## config.mk

```make
export PLATFORM = sky130hd
export DESIGN_NAME = memory_access_stage_flat
export DESIGN_NICKNAME = d
export VERILOG_FILES = /design/src/rtl/memory_access_stage_if.sv /design/src/rtl/memory_access_stage.sv /design/src/flat_wrapper.sv
export SDC_FILE = /design/constraint.sdc
export NUM_CORES = 1
export LEC_CHECK = 0
export CAP_MARGIN = 15
export CORE_MARGIN = 5
export CORE_UTILIZATION = 48
export CTS_BUF_LIST = sky130_fd_sc_hd__clkbuf_8
export CTS_CLUSTER_DIAMETER = 100
export CTS_CLUSTER_SIZE = 14
export DETAILED_ROUTE_END_ITERATION = 10
export GPL_ROUTABILITY_DRIVEN = 0
export PLACE_DENSITY = 0.88
export SYNTH_ARGS = -nofsm -noshare
export SYNTH_HDL_FRONTEND = slang
export SYNTH_SLANG_ARGS = --single-unit
```

## constraint.sdc

```tcl
create_clock -name clk -period 8 [get_ports clk]
set_clock_uncertainty 0.15 [all_clocks]
set_input_delay 1.6 -clock clk [delete_from_list [all_inputs] [get_ports clk]]
set_output_delay 1.6 -clock clk [all_outputs]
set_load 0.03 [all_outputs]
```

## src/rtl/memory_access_stage_if.sv

```systemverilog
// Data-memory request/acknowledge bus between the memory-access stage (master)
// and the data memory (slave).
interface memory_access_stage_if #(
   parameter int DATA_WIDTH = 32,
   parameter int ADDR_WIDTH = 32
);
   logic                  memReq;
   logic                  memWrite;
   logic [ADDR_WIDTH-1:0] memAddr;
   logic [DATA_WIDTH-1:0] memWriteData;
   logic                  memAck;
   logic [DATA_WIDTH-1:0] memReadData;

   modport master (
      output memReq,
      output memWrite,
      output memAddr,
      output memWriteData,
      input  memAck,
      input  memReadData
   );

   modport slave (
      input  memReq,
      input  memWrite,
      input  memAddr,
      input  memWriteData,
      output memAck,
      output memReadData
   );
endinterface

```

## src/rtl/memory_access_stage.sv

```systemverilog
// Memory-access pipeline stage feeding WriteBack: runs loads/stores on a req/ack bus.
// Optional ack timeout is enabled by defining MEM_TIMEOUT_EN.
module memory_access_stage #(
   parameter int DATA_WIDTH     = 32,
   parameter int ADDR_WIDTH     = 32,
   parameter int TIMEOUT_CYCLES = 15
) (
   input  logic                  clk,
   input  logic                  reset,
   input  logic                  i_inValid,
   input  logic [1:0]            i_memControl,
   input  logic [1:0]            i_writeBackControlIn,
   input  logic [DATA_WIDTH-1:0] i_resultIn,
   input  logic [DATA_WIDTH-1:0] i_storeData,
   output logic                  o_stall,
   memory_access_stage_if.master mem_bus,
   output logic                  o_outValid,
   output logic [1:0]            o_writeBackControl,
   output logic [DATA_WIDTH-1:0] o_readData,
   output logic [DATA_WIDTH-1:0] o_result,
   output logic                  o_memError
);
   localparam logic [1:0] MC_LOAD  = 2'b01;
   localparam logic [1:0] MC_STORE = 2'b10;

   typedef enum logic {
      ST_IDLE,
      ST_WAIT
   } state_t;

   if (TIMEOUT_CYCLES < 1 || TIMEOUT_CYCLES > 255) begin : g_bad_timeout
      $error("TIMEOUT_CYCLES must lie in 1..255");
   end

   state_t                r_state;
   logic                  r_mem_req;
   logic                  r_mem_write;
   logic [ADDR_WIDTH-1:0] r_mem_addr;
   logic [DATA_WIDTH-1:0] r_mem_wdata;
   logic [1:0]            r_wbc_cap;
   logic [DATA_WIDTH-1:0] r_result_cap;
   logic                  r_out_valid;
   logic [1:0]            r_wbc;
   logic [DATA_WIDTH-1:0] r_read_data;
   logic [DATA_WIDTH-1:0] r_result;

   logic                  w_is_mem;
   logic                  w_is_store;
   logic                  w_timeout;
   logic [ADDR_WIDTH-1:0] w_addr;

   assign w_is_store = (i_memControl == MC_STORE);
   assign w_is_mem   = (i_memControl == MC_LOAD) || w_is_store;

   // The address is the low part of the ALU result, zero-extended if the bus is wider.
   if (ADDR_WIDTH <= DATA_WIDTH) begin : g_addr_trunc
      assign w_addr = i_resultIn[ADDR_WIDTH-1:0];
   end else begin : g_addr_ext
      assign w_addr = {{(ADDR_WIDTH-DATA_WIDTH){1'b0}}, i_resultIn};
   end

   // Gated by reset so the upstream is released the instant reset asserts.
   assign o_stall = ~reset & (((r_state == ST_IDLE) & i_inValid & w_is_mem) |
                              (r_state == ST_WAIT));

`ifdef MEM_TIMEOUT_EN
   logic [7:0] r_wait_cnt;
   logic       r_mem_error;

   // Fires on the edge that ends the TIMEOUT_CYCLES-th WAIT cycle; a same-edge ack has priority.
   assign w_timeout = (r_state == ST_WAIT) && !mem_bus.memAck &&
                      (r_wait_cnt == 8'(TIMEOUT_CYCLES - 1));

   always_ff @(posedge clk or posedge reset) begin
      if (reset) begin
         r_wait_cnt  <= '0;
         r_mem_error <= 1'b0;
      end else begin
         r_mem_error <= w_timeout;
         if (r_state != ST_WAIT) begin
            r_wait_cnt <= '0;
         end else if (!mem_bus.memAck) begin
            r_wait_cnt <= r_wait_cnt + 8'd1;
         end
      end
   end

   assign o_memError = r_mem_error;
`else
   assign w_timeout  = 1'b0;
   assign o_memError = 1'b0;
`endif

   always_ff @(posedge clk or posedge reset) begin
      if (reset) begin
         r_state      <= ST_IDLE;
         r_mem_req    <= 1'b0;
         r_mem_write  <= 1'b0;
         r_mem_addr   <= '0;
         r_mem_wdata  <= '0;
         r_wbc_cap    <= '0;
         r_result_cap <= '0;
         r_out_valid  <= 1'b0;
         r_wbc        <= '0;
         r_read_data  <= '0;
         r_result     <= '0;
      end else begin
         r_out_valid <= 1'b0;
         case (r_state)
            ST_IDLE: begin
               if (i_inValid) begin
                  if (w_is_mem) begin
                     r_mem_req    <= 1'b1;
                     r_mem_write  <= w_is_store;
                     r_mem_addr   <= w_addr;
                     r_mem_wdata  <= i_storeData;
                     r_wbc_cap    <= i_writeBackControlIn;
                     r_result_cap <= i_resultIn;
                     r_state      <= ST_WAIT;
                  end else begin
                     r_out_valid <= 1'b1;
                     r_wbc       <= i_writeBackControlIn;
                     r_result    <= i_resultIn;
                     r_read_data <= '0;
                  end
               end
            end
            ST_WAIT: begin
               if (mem_bus.memAck) begin
                  r_mem_req   <= 1'b0;
                  r_out_valid <= 1'b1;
                  r_wbc       <= r_wbc_cap;
                  r_result    <= r_result_cap;
                  r_read_data <= r_mem_write ? '0 : mem_bus.memReadData;
                  r_state     <= ST_IDLE;
               end else if (w_timeout) begin
                  // Abandoned op: retire it with no write-back so the pipeline keeps moving.
                  r_mem_req   <= 1'b0;
                  r_out_valid <= 1'b1;
                  r_wbc       <= 2'b00;
                  r_result    <= r_result_cap;
                  r_read_data <= '0;
                  r_state     <= ST_IDLE;
               end
            end
            default: r_state <= ST_IDLE;
         endcase
      end
   end

   assign mem_bus.memReq       = r_mem_req;
   assign mem_bus.memWrite     = r_mem_write;
   assign mem_bus.memAddr      = r_mem_addr;
   assign mem_bus.memWriteData = r_mem_wdata;

   assign o_outValid         = r_out_valid;
   assign o_writeBackControl = r_wbc;
   assign o_readData         = r_read_data;
   assign o_result           = r_result;
endmodule

```

## src/flat_wrapper.sv

```systemverilog
// flat-port wrapper written by rule: the top's interface ports become plain ports
module memory_access_stage_flat 
#(
   parameter int DATA_WIDTH     = 32,
   parameter int ADDR_WIDTH     = 32,
   parameter int TIMEOUT_CYCLES = 15
)
  (clk, reset, i_inValid, i_memControl, i_writeBackControlIn, i_resultIn, i_storeData, o_stall, o_outValid, o_writeBackControl, o_readData, o_result, o_memError, mem_bus_memReq, mem_bus_memWrite, mem_bus_memAddr, mem_bus_memWriteData, mem_bus_memAck, mem_bus_memReadData);
  memory_access_stage_if #(.DATA_WIDTH(DATA_WIDTH), .ADDR_WIDTH(ADDR_WIDTH)) mem_bus_i ();
  input  logic clk;
  input  logic reset;
  input  logic i_inValid;
  input  logic [1:0] i_memControl;
  input  logic [1:0] i_writeBackControlIn;
  input  logic [DATA_WIDTH-1:0] i_resultIn;
  input  logic [DATA_WIDTH-1:0] i_storeData;
  output logic o_stall;
  output logic o_outValid;
  output logic [1:0] o_writeBackControl;
  output logic [DATA_WIDTH-1:0] o_readData;
  output logic [DATA_WIDTH-1:0] o_result;
  output logic o_memError;
  output wire logic [$bits(mem_bus_i.memReq)-1:0] mem_bus_memReq;
  output wire logic [$bits(mem_bus_i.memWrite)-1:0] mem_bus_memWrite;
  output wire logic [$bits(mem_bus_i.memAddr)-1:0] mem_bus_memAddr;
  output wire logic [$bits(mem_bus_i.memWriteData)-1:0] mem_bus_memWriteData;
  input wire logic [$bits(mem_bus_i.memAck)-1:0] mem_bus_memAck;
  input wire logic [$bits(mem_bus_i.memReadData)-1:0] mem_bus_memReadData;
  assign mem_bus_memReq = mem_bus_i.memReq;
  assign mem_bus_memWrite = mem_bus_i.memWrite;
  assign mem_bus_memAddr = mem_bus_i.memAddr;
  assign mem_bus_memWriteData = mem_bus_i.memWriteData;
  assign mem_bus_i.memAck = mem_bus_memAck;
  assign mem_bus_i.memReadData = mem_bus_memReadData;
  memory_access_stage #(.DATA_WIDTH(DATA_WIDTH), .ADDR_WIDTH(ADDR_WIDTH), .TIMEOUT_CYCLES(TIMEOUT_CYCLES)) u_core (.clk(clk), .reset(reset), .i_inValid(i_inValid), .i_memControl(i_memControl), .i_writeBackControlIn(i_writeBackControlIn), .i_resultIn(i_resultIn), .i_storeData(i_storeData), .o_stall(o_stall), .mem_bus(mem_bus_i), .o_outValid(o_outValid), .o_writeBackControl(o_writeBackControl), .o_readData(o_readData), .o_result(o_result), .o_memError(o_memError));
endmodule
```

==> run summary <==
IO Count: 239
input/output buffers: 237
max-cap violations: 0
Clock Path Buffers: 2
Worst Setup End Kind: primary output
commonest non-fill, non-tap cell in the layout: clkdlybuf4s50_1
antenna violations before repair: 0
Synth Area in XOR/XNOR: 0%
vias in the first global route: 4929
site row count: 40
via count: 4565
worst-margin pin slew: 1.16 ns
ANT cells: 0
Syn Nets: 537
Layout area overhead: 49.5%
clk sinks: 136
post-synthesis simple-gate area fraction: 7.08%
final net count: 755
Gate power share: 42.5%
final wirelength: 16200 µm
TNS Setup: 0 ns
CTS H-Tree Depth: 4
GRT Total Usage: 22.9%
post-synthesis compound-gate area fraction: 14.0%
CTS tree: yes
top routing layer in use: met4
max-slew violations: 0
adder-cell share of the synthesized area: 0.217%
Synth warnings: 0
Skew-Pair Late Insertion Delay: 0.43 ns
clock share of power: 22.1%
fraction of layout cells with a size suffix above 1: 15.1%
r2r setup slk: 5.33 ns
synthesized area: 5760 µm²
Hold Buf Count CTS: 0
fmax: 185 MHz
setup bufs post-CTS: 0
Worst slew margin: 22.6%
Detail Route Antenna Nets: 0
Int Pwr: 0.00181 W
final instance area: 8610 µm²
post-synthesis register bit count: 136
Initial DRC Count: 268
Avg Cell Area, Syn: 13.3 µm²
Sw Pwr: 0.00104 W
CP arrival: 3.66 ns
largest net degree at the start of global routing: 85
grt total ovfl: 0
period utilisation layout: 67.7%
switching share of power: 36.6%
worst setup path category: input port to primary output
Root Driver: clkbuf_8
sequential share of power: 35.4%
placed inst area: 8140 µm²
commonest non-fill, non-tap cells in the layout: clkdlybuf4s50_1 (236), dfrtp_1 (135), mux2_2 (59)
Metal-1 WL: 6190 µm
Final min period: 5.41 ns
Die Ht: 120 µm
type of origin of the critical path: input port
crit-path max FO: 37
die footprint: 14300 µm²
Leak Pwr: 3.63 nW
Yosys cell types: 22
post-CTS resize count: 0
Core ar.: 11900 µm²
WL/cell: 20.0 µm
met3 wire len: 1390 µm
min-delay worst type: register to register
detailed placer's ending HPWL: 11200 µm
Power Density: 331 nW/µm²
Initial Util: 48.5%
WP data required: 6.25 ns
mux cell area share after synthesis: 13.1%
Final Setup Violations: 0
WL met2: 8280 µm
Max VDD drop: 182 µV
Die Wd: 120 µm
Vias/cell: 5.64
CTS buffer count: 17
RSZ-0062 raised after global routing: false
Final Hold Viols: 0
total power: 0.00285 W
post-synthesis cell count: 432
outcome: completed
drc violations: 0
clock-pin slew on the worst setup and hold paths: 0.07 ns
largest family of logic cells by synthesized area: compound AO/OA/AOI/OAI gates
sequential share of the synthesized area: 59.1%
first-pass GRT wire length: 26100 µm
drt first pass iters: 4
power by group through the flow:
stage          clock [W]  sequential [W]  combinational, W
2_1_floorplan          0         0.00139          0.000295
3_3_place_gp           0         0.00101           0.00119
3_5_place_dp           0         0.00102           0.00122
4_1_cts         0.000644         0.00101           0.00122
5_1_grt         0.000676         0.00103           0.00128
6_report        0.000630         0.00101           0.00121
cells in the mapped netlist:
| cell | instances | area, µm² |
|---|---|---|
| buf_2 | 15 | 75.1 |
| nor3b_4 | 1 | 18.8 |
| clkbuf_1 | 23 | 86.3 |
| nand2b_1 | 1 | 6.26 |
| inv_1 | 37 | 139 |
| mux2_1 | 8 | 90.1 |
| buf_4 | 6 | 45.0 |
| o21a_1 | 1 | 7.51 |
| nand3b_4 | 1 | 20.0 |
| and2_1 | 1 | 6.26 |
| nand2_1 | 2 | 7.51 |
| a21oi_1 | 35 | 175 |
| ha_1 | 1 | 12.5 |
| a221oi_1 | 34 | 298 |
| nor4bb_1 | 34 | 340 |
| o21bai_1 | 1 | 7.51 |
| dfrtp_1 | 136 | 3400 |
| mux2_2 | 59 | 664 |
| conb_1 | 1 | 3.75 |
| a32o_1 | 32 | 320 |
| and3b_1 | 1 | 8.76 |
| buf_6 | 2 | 22.5 |
metal layers:
layer,vias to the layer above,GRT usage (%)
met3,29,8.39
met4,0,8.02
li1,2061,-
met2,188,39.6
met1,2287,26.3
met5,-,0
sequential cells by signal (all words and copies together), names as in the netlist:
register	count
u_core.o_result	32
u_core.o_writeBackControl	2
u_core.mem_bus.memReq	1
u_core.mem_bus.memWrite	1
u_core.o_outValid	1
u_core.mem_bus.memWriteData	32
u_core.r_state	1
u_core.r_wbc_cap	2
u_core.mem_bus.memAddr	32
u_core.o_readData	32
worst paths after layout:
check                                                  start                                          end  cells past startpoint
max                                          i_memControl[0]                                      o_stall                      7
min in group asynchronous                              reset       u_core.mem_bus.memAddr[24]$_DFFE_PP0P_                      2
max reg2reg                         u_core.r_state$_DFF_PP0_  u_core.mem_bus.memWriteData[27]$_DFFE_PP0P_                      4
max in group asynchronous                              reset     u_core.o_writeBackControl[1]$_DFFE_PP0P_                      4
min                        u_core.mem_bus.memReq$_DFFE_PP0P_            u_core.mem_bus.memReq$_DFFE_PP0P_                      1
min reg2reg                u_core.mem_bus.memReq$_DFFE_PP0P_            u_core.mem_bus.memReq$_DFFE_PP0P_                      1
metrics by stage:
step                hold WS [ns]  util (%)  setup WS, ns  std cells
floorplan                  0.331         -          2.61        432
global placement           0.316      68.6          2.60        777
detailed placement         0.329      68.6          2.59        777
CTS                        0.346      72.4          2.59        809
global route               0.353      72.6          2.51        810
finish                     0.341      72.6          2.59        810
area by class of cell:
class | instances | area (µm²)
clock inverters | 13 | 185
well taps | 147 | 184
flip-flops and latches | 136 | 3400
clock buffers | 19 | 262
multi-input cells | 213 | 1990
repair buffers | 245 | 2450
fillers | 835 | 3250
inverters | 37 | 141
kinds of logic (layout without fill, tap and decap cells):
| logic type | Yosys count | count (layout) |
|---|---|---|
| AOI/OAI and AO/OA | 103 | 103 |
| muxes | 67 | 67 |
| buffers and inverters | 83 | 314 |
| other | 1 | 1 |
| DFF | 136 | 136 |
| adders and majority gates | 1 | 1 |
| and+or+nand+nor | 41 | 41 |
critical path, stage by stage:
cell	delay, ns
clkdlybuf4s50_1	0.45
inv_1	0.04
ha_1	0.28
buf_4	0.25
nand2b_1	0.20
a21oi_1	0.16
clkdlybuf4s50_1	0.68
Note: power is estimated with default switching activity, not from simulation.
